$ cat src/rtl/gowin_ddr_pkg.sv
// ============================================================
// Package : gowin_ddr_pkg
// Desc    : shared types and constants for read-phase calibration
// Rev     : 1.0
// ============================================================
`default_nettype none

package gowin_ddr_pkg;

    localparam int NUM_PHASES = 8;
    localparam int PHASE_W    = 3;

    typedef enum logic [3:0] {
        ST_IDLE        = 4'd0,
        ST_WAIT_LOCK   = 4'd1,
        ST_SETTLE      = 4'd2,
        ST_TEST        = 4'd3,
        ST_STEP_HI     = 4'd4,
        ST_STEP_LO     = 4'd5,
        ST_ANALYSE     = 4'd6,
        ST_MOVE_HI     = 4'd7,
        ST_MOVE_LO     = 4'd8,
        ST_MOVE_SETTLE = 4'd9,
        ST_DONE        = 4'd10,
        ST_FAIL        = 4'd11
    } cal_state_t;

endpackage

`default_nettype wire

$ cat src/rtl/gowin_ddr_phase_window_find.sv
// ============================================================
// Module : gowin_ddr_phase_window_find
// Desc   : longest circular run of passing phases and its centre
// Rev    : 1.0
// ============================================================
`default_nettype none

module gowin_ddr_phase_window_find
    import gowin_ddr_pkg::*;
#(
    parameter int MIN_WINDOW = 2
) (
    input  logic [NUM_PHASES-1:0] pass_map,
    output logic [PHASE_W-1:0]    best_phase,
    output logic [3:0]            win_len,
    output logic                  win_ok
);

    logic [3:0] w_run;
    logic       w_open;

    always_comb begin
        best_phase = '0;
        win_len    = '0;
        w_run      = '0;
        w_open     = 1'b0;
        if (&pass_map) begin
            win_len = 4'd8;
        end else begin
            // Ascending scan with strict compare keeps the lowest start on ties
            for (int s = 0; s < NUM_PHASES; s++) begin
                if (pass_map[3'(s)] && !pass_map[3'(s + 7)]) begin
                    w_run  = '0;
                    w_open = 1'b1;
                    for (int k = 0; k < NUM_PHASES - 1; k++) begin
                        if (w_open && pass_map[3'(s + k)])
                            w_run = w_run + 4'd1;
                        else
                            w_open = 1'b0;
                    end
                    if (w_run > win_len) begin
                        win_len    = w_run;
                        best_phase = 3'(s) + 3'((w_run - 4'd1) >> 1);
                    end
                end
            end
        end
        win_ok = (win_len >= 4'(MIN_WINDOW));
    end

endmodule

`default_nettype wire

$ cat src/rtl/gowin_ddr_read_phase_cal.sv
// ============================================================
// Module : gowin_ddr_read_phase_cal
// Desc   : sweeps PLL read phase, tests each position, centres in pass window
// Rev    : 1.0
// ============================================================
`default_nettype none

module gowin_ddr_read_phase_cal
    import gowin_ddr_pkg::*;
#(
    parameter int STEP_CYCLES   = 4,
    parameter int SETTLE_CYCLES = 64,
    parameter int TEST_TIMEOUT  = 1024,
    parameter int MIN_WINDOW    = 2
) (
    input  logic                  clk,
    input  logic                  rst_n,
    input  logic                  locked,
    input  logic                  cal_start,
    output logic                  test_req,
    input  logic                  test_ack,
    input  logic                  test_pass,
    output logic                  phase_step,
    output logic                  phase_updn,
    output logic [PHASE_W-1:0]    cur_phase,
    output logic [NUM_PHASES-1:0] pass_map,
    output logic [PHASE_W-1:0]    best_phase,
    output logic                  cal_busy,
    output logic                  cal_done,
    output logic                  cal_fail
);

    localparam int CNT_MAX_A = (TEST_TIMEOUT > SETTLE_CYCLES) ? TEST_TIMEOUT : SETTLE_CYCLES;
    localparam int CNT_MAX   = (CNT_MAX_A > STEP_CYCLES) ? CNT_MAX_A : STEP_CYCLES;
    localparam int CNT_W     = $clog2(CNT_MAX);

    localparam logic [CNT_W-1:0] c_step_last    = CNT_W'(STEP_CYCLES - 1);
    localparam logic [CNT_W-1:0] c_settle_last  = CNT_W'(SETTLE_CYCLES - 1);
    localparam logic [CNT_W-1:0] c_timeout_last = CNT_W'(TEST_TIMEOUT - 1);

    cal_state_t          r_state;
    logic                r_lock_meta;
    logic                r_lock_sync;
    logic                r_start_d;
    logic [CNT_W-1:0]    r_cnt;
    logic [3:0]          r_sweep;
    logic [PHASE_W-1:0]  r_move_left;

    logic [PHASE_W-1:0]  w_best;
    logic [3:0]          w_win_len;
    logic                w_win_ok;
    logic [PHASE_W-1:0]  w_delta;
    logic                w_accept;
    logic                w_start_rise;
    logic                w_lock_lost;

    gowin_ddr_phase_window_find #(
        .MIN_WINDOW (MIN_WINDOW)
    ) u_window_find (
        .pass_map   (pass_map),
        .best_phase (w_best),
        .win_len    (w_win_len),
        .win_ok     (w_win_ok)
    );

    // A zero-length window is never accepted, even if MIN_WINDOW is set to 0
    assign w_accept     = w_win_ok && (w_win_len != 4'd0);
    assign w_delta      = w_best - cur_phase;
    assign w_start_rise = cal_start && !r_start_d;
    assign cal_busy     = !(r_state inside {ST_IDLE, ST_DONE, ST_FAIL});
    assign w_lock_lost  = cal_busy && (r_state != ST_WAIT_LOCK) && !r_lock_sync;

    always_ff @(posedge clk or negedge rst_n) begin
        if (!rst_n) begin
            r_state     <= ST_IDLE;
            r_lock_meta <= 1'b0;
            r_lock_sync <= 1'b0;
            r_start_d   <= 1'b0;
            r_cnt       <= '0;
            r_sweep     <= '0;
            r_move_left <= '0;
            test_req    <= 1'b0;
            phase_step  <= 1'b0;
            phase_updn  <= 1'b0;
            cur_phase   <= '0;
            pass_map    <= '0;
            best_phase  <= '0;
            cal_done    <= 1'b0;
            cal_fail    <= 1'b0;
        end else begin
            r_lock_meta <= locked;
            r_lock_sync <= r_lock_meta;
            r_start_d   <= cal_start;
            r_cnt       <= r_cnt + 1'b1;

            if (w_lock_lost) begin
                r_state    <= ST_FAIL;
                cal_fail   <= 1'b1;
                phase_step <= 1'b0;
                test_req   <= 1'b0;
            end else begin
                case (r_state)
                    ST_IDLE, ST_DONE, ST_FAIL: begin
                        if (w_start_rise) begin
                            pass_map <= '0;
                            r_sweep  <= '0;
                            cal_done <= 1'b0;
                            cal_fail <= 1'b0;
                            r_state  <= ST_WAIT_LOCK;
                        end
                    end
                    ST_WAIT_LOCK: begin
                        if (r_lock_sync) begin
                            r_cnt   <= '0;
                            r_state <= ST_SETTLE;
                        end
                    end
                    ST_SETTLE: begin
                        if (r_cnt == c_settle_last) begin
                            r_cnt <= '0;
                            if (r_sweep == 4'(NUM_PHASES)) begin
                                r_state <= ST_ANALYSE;
                            end else begin
                                test_req <= 1'b1;
                                r_state  <= ST_TEST;
                            end
                        end
                    end
                    ST_TEST: begin
                        if (test_ack || (r_cnt == c_timeout_last)) begin
                            pass_map[cur_phase] <= test_ack && test_pass;
                            test_req   <= 1'b0;
                            r_cnt      <= '0;
                            phase_step <= 1'b1;
                            phase_updn <= 1'b1;
                            cur_phase  <= cur_phase + 3'd1;
                            r_sweep    <= r_sweep + 4'd1;
                            r_state    <= ST_STEP_HI;
                        end
                    end
                    ST_STEP_HI, ST_MOVE_HI: begin
                        if (r_cnt == c_step_last) begin
                            r_cnt      <= '0;
                            phase_step <= 1'b0;
                            r_state    <= (r_state == ST_STEP_HI) ? ST_STEP_LO : ST_MOVE_LO;
                        end
                    end
                    ST_STEP_LO: begin
                        if (r_cnt == c_step_last) begin
                            r_cnt   <= '0;
                            r_state <= ST_SETTLE;
                        end
                    end
                    ST_ANALYSE: begin
                        best_phase <= w_best;
                        r_cnt      <= '0;
                        if (!w_accept) begin
                            cal_fail <= 1'b1;
                            r_state  <= ST_FAIL;
                        end else if (w_delta == 3'd0) begin
                            cal_done <= 1'b1;
                            r_state  <= ST_DONE;
                        end else begin
                            // Take the shorter way round; a half-turn goes up
                            phase_step <= 1'b1;
                            r_state    <= ST_MOVE_HI;
                            if (w_delta <= 3'd4) begin
                                phase_updn  <= 1'b1;
                                cur_phase   <= cur_phase + 3'd1;
                                r_move_left <= w_delta - 3'd1;
                            end else begin
                                phase_updn  <= 1'b0;
                                cur_phase   <= cur_phase - 3'd1;
                                r_move_left <= (3'd0 - w_delta) - 3'd1;
                            end
                        end
                    end
                    ST_MOVE_LO: begin
                        if (r_cnt == c_step_last) begin
                            r_cnt <= '0;
                            if (r_move_left == 3'd0) begin
                                r_state <= ST_MOVE_SETTLE;
                            end else begin
                                r_move_left <= r_move_left - 3'd1;
                                phase_step  <= 1'b1;
                                cur_phase   <= phase_updn ? cur_phase + 3'd1 : cur_phase - 3'd1;
                                r_state     <= ST_MOVE_HI;
                            end
                        end
                    end
                    ST_MOVE_SETTLE: begin
                        if (r_cnt == c_settle_last) begin
                            cal_done <= 1'b1;
                            r_state  <= ST_DONE;
                        end
                    end
                    default: r_state <= ST_IDLE;
                endcase
            end
        end
    end

endmodule

`default_nettype wire

$ cat config.mk
export PLATFORM = sky130hd
export DESIGN_NAME = gowin_ddr_read_phase_cal
export DESIGN_NICKNAME = d
export VERILOG_FILES = /design/src/rtl/gowin_ddr_pkg.sv /design/src/rtl/gowin_ddr_phase_window_find.sv /design/src/rtl/gowin_ddr_read_phase_cal.sv
export SDC_FILE = /design/constraint.sdc
export NUM_CORES = 1
export LEC_CHECK = 0
export ABC_AREA = 1
export BUFFER_PORTS_ARGS = -buffer_cell sky130_fd_sc_hd__buf_2
export CORE_MARGIN = 4
export CORE_UTILIZATION = 54
export DETAILED_ROUTE_END_ITERATION = 7
export PLACE_DENSITY = 0.79
export RECOVER_POWER = 50
export REMOVE_ABC_BUFFERS = 1
export SYNTH_ARGS = -nofsm -noshare
export SYNTH_HDL_FRONTEND = slang
export SYNTH_SLANG_ARGS = --single-unit
$ cat constraint.sdc
create_clock -name clk -period 4.2 [get_ports clk]
set_clock_uncertainty 0.15 [all_clocks]
set_input_delay 0.42 -clock clk [delete_from_list [all_inputs] [get_ports clk]]
set_output_delay 0.42 -clock clk [all_outputs]
set_load 0.005 [all_outputs]
==> reports/qor.csv <==
stage;metric;value;unit
setup_path;CP max FO;5;
final_layout;Finished Cell Area;0.00372;sq mm
synthesis;multiplexer area fraction after synthesis;0.362;%
power_and_ir_drop;Total Power;2.61;mW
synthesis;#FFs+latches synth;43;
synthesis;cell count after synthesis;441;
timing;share of the cycle needed by the critical path after routing;97.9;%
power_and_ir_drop;Peak VDD IR;340;uV
clock_tree;root buffer cell;clkbuf_8;
synthesis;main combinational cell family by area after synthesis;simple AND/OR/NAND/NOR gates;
floorplanning;Site Rows;27;
power_and_ir_drop;PD cells;701;mW/mm^2
global_routing;largest net degree at the start of global routing;44;
floorplanning;Initial Util;56.1;%
synthesis;Synth Area in Compound Gates;9.75;%
synthesis;share of synthesized flip-flops with an asynchronous set or reset;100;%
final_layout;Area Overhead vs Synth;19.7;%
final_layout;layout cells sized above 1;23.1;%
drt;Avg WL per Cell;14.1;microns
timing;Final setup viols;0;
setup_path;Worst Reg2Reg Path Length in Cells;26;
hold_path;hold_sp;locked;
synthesis;register area share after synthesis;34.6;%
final_layout;commonest non-fill, non-tap cells in the layout;106 x nand2_1, 69 x inv_1, 43 x nor2_1;
global_routing;Total Routing Usage GR;21.8;%
setup_path;Worst Path Required;4.29;ns
synthesis;Netlist Area Pre-Place;0.00311;sq mm
synthesis;post-synthesis simple-gate area fraction;35.0;%
status;violated checks;capacitance limit, slew limit;
synthesis;Synth Area in Adders;7.09;%
setup_path;Worst Setup End Kind;register;
floorplanning;I/O Pins;26;
synthesis;cell accounting for the most synthesized area;dfrtp_1;
setup_path;Reg2Reg Setup Slack;0.09;ns
setup_path;Arr. time, crit path;4.21;ns
hold_path;hold depth;1;
floorplanning;Core ar.;0.00554;sq mm
timing;Fin. Hold Viols;0;
clock_tree;H-tree lvl count;2;
drt;detailed-route vias per instance;5.32;
hold_path;worst hold path class;in -> reg;
timing;setup ws final;0.0879;ns
setup_path;worst r2r src;pass_map[2];
timing;fmax;243;MHz
hold_path;hold endpoint;r_lock_meta;
drt;met1 wire length;3340;microns
clock_tree;clock sink total;43;
placed_design;worst slack, placed;-0.194;ns
floorplanning;Die W;83.9;microns
timing;final total negative setup slack;0;ns
floorplanning;Die Area;0.00703;sq mm
global_routing;first-pass GRT wire length;12700;microns
timing;Worst-Margin Slew;2.26;ns
final_layout;fillers;479;
drt;post-route ant nets;0;
clock_tree;clock slew at reported path FFs;0.10;ns
placed_design;RePlAce Congestion;0.898;
setup_path;reg2reg end;cur_phase[1];
status;outcome;complete, but fails checks;
job;Max Cap Viol;1;
drt;met3 routed WL;382;microns
timing;Hold Slack;0.0635;ns
global_routing;vias in the first global route;2798;
setup_path;Worst path slowest cell;dfrtp_1;
drt;total wire length;7840;microns
synthesis;Cell variety after synth;39;
timing;slew margin rel.;-50.8;%
synthesis;top post-synthesis cells by area;dfrtp_1 35%, nand2_1 14%, inv_1 8.6%, ha_1 6.4%, nor2_1 5.4%;
timing;unrepaired setup endpoints after global routing;true;
final_layout;Final Non-Filler Cells;556;
setup_path;Worst Path Buf+Inv;2;
final_layout;most common cell after layout, fill and taps aside;nand2_1;
synthesis;Yosys Warn Count;0;
drt;via count;2957;
synthesis;Mean Syn Cell Area;7.04;sq um
setup_path;Largest stage delay, worst path;0.43;ns
drt;Top Layer Used;met4;
global_routing;GRT overflow;0;
synthesis;area share of the largest cell type after synthesis;34.6;%
setup_path;critical path's top delay family;simple AND/OR/NAND/NOR gates;
clock_tree;worst skew pair latency;0.31;ns
drt;DR pass1 iterations;7;
placed_design;placed inst area;0.00334;sq mm
timing;max-slew violation count;44;
final_layout;ANT cells;0;
power_and_ir_drop;Pleak;1.98;nW
synthesis;Top FF cell, synth;dfrtp_1;
final_layout;Final nets;506;
setup_path;CP Launch Type;register;
placed_design;count of placed standard cells including taps;541;
clock_tree;CTS Buf Count;5;
final_layout;Core Util, Final;67.1;%
drt;WL met2;3960;microns
clock_tree;CTS tree;built;
timing;post-route minimum period;4.11;ns
drt;Iter 0 DRT Violations;200;
placed_design;HPWL after DPL;5600;microns
clock_tree;clk buf depth;2;
synthesis;number of synthesized flops with an enable pin;0;
synthesis;XOR/XNOR Fraction of Synth Area;2.54;%
setup_path;WS Path Type;reg -> reg;
global_routing;antenna violations before repair;0;
drt;drt drc;0;
placed_design;Port Buffer Count;25;
setup_path;cell mode on critical path;nand2_1;
floorplanning;die height;83.9;microns
[area by class of cell]
| class | count | area, sq um | share of cell area [%] |
|---|---|---|---|
| clock buffers | 5 | 68.8 | 1.85 |
| clock inverters | 3 | 47.5 | 1.28 |
| inverters | 77 | 294 | 7.91 |
| multi-input cells | 316 | 1900 | 51.2 |
| flip-flops and latches | 43 | 1080 | 29.0 |
| well taps | 72 | 90.1 | 2.42 |
| repair buffers | 40 | 235 | 6.33 |
[cell usage after synthesis (2+ instances only)]
cell	n
xor2_1	5
nor2_1	45
nand4_1	8
or2_2	4
o21ai_0	20
nand2_2	4
inv_2	5
nand2_1	119
buf_6	2
a21oi_1	18
inv_1	71
nor3_1	8
nand3b_1	2
ha_1	16
dfrtp_1	43
o21bai_1	4
nand3_1	33
nor2_4	2
nand2_4	3
xnor2_1	4
nor2_2	5
o211ai_1	2
nand3_2	2
[registers in the layout, summed over array words and instances, names as in the netlist]
signal / count
r_lock_sync: 1
r_sweep: 4
cal_done: 1
cal_fail: 1
best_phase: 3
pass_map: 8
test_req: 1
r_move_left: 3
r_cnt: 10
phase_updn: 1
r_state: 4
r_lock_meta: 1
phase_step: 1
r_start_d: 1
cur_phase: 3
[what timing repair did]
item,in CTS,in global routing
hold buffers,0,0
setup endpoints to repair,9,12
buffers inserted,0,7
pin swaps,2,23
gates cloned,0,0
gates resized for setup,6,45
[worst max path at each step]
| stage | from | slack [ns] | to | cells after the start |
|---|---|---|---|---|
| CTS | pass_map[2] | 0.01 | cur_phase[2] | 26 |
| finish | pass_map[2] | 0.09 | cur_phase[1] | 26 |
| global route | pass_map[2] | -0.13 | r_state[0] | 24 |
| detailed placement | pass_map[2] | -0.19 | r_move_left[0] | 26 |
| floorplan | pass_map[3] | 0.06 | r_move_left[0] | 27 |
| global placement | pass_map[2] | 0.11 | r_move_left[0] | 26 |
[cell families after synthesis]
kind of cell | count (synthesis)
mux | 1
flops | 43
fa+ha+maj | 17
buf+inv | 82
xor+xnor | 9
compound gates | 50
simple gates | 239
[layer usage]
metal / GRT usage (%) / vias up
li1: - / 1480
met1: 27.8 / 1357
met2: 37.0 / 99
met3: 4.24 / 21
met4: 6.87 / 0
met5: 0 / -
[power breakdown]
part           switching, mW  internal [mW]  leakage, nW
Sequential             0.137          0.542        0.558
Combinational          0.990          0.595         1.36
Clock                  0.163          0.180       0.0587
Power figures use the tool's default switching activity.
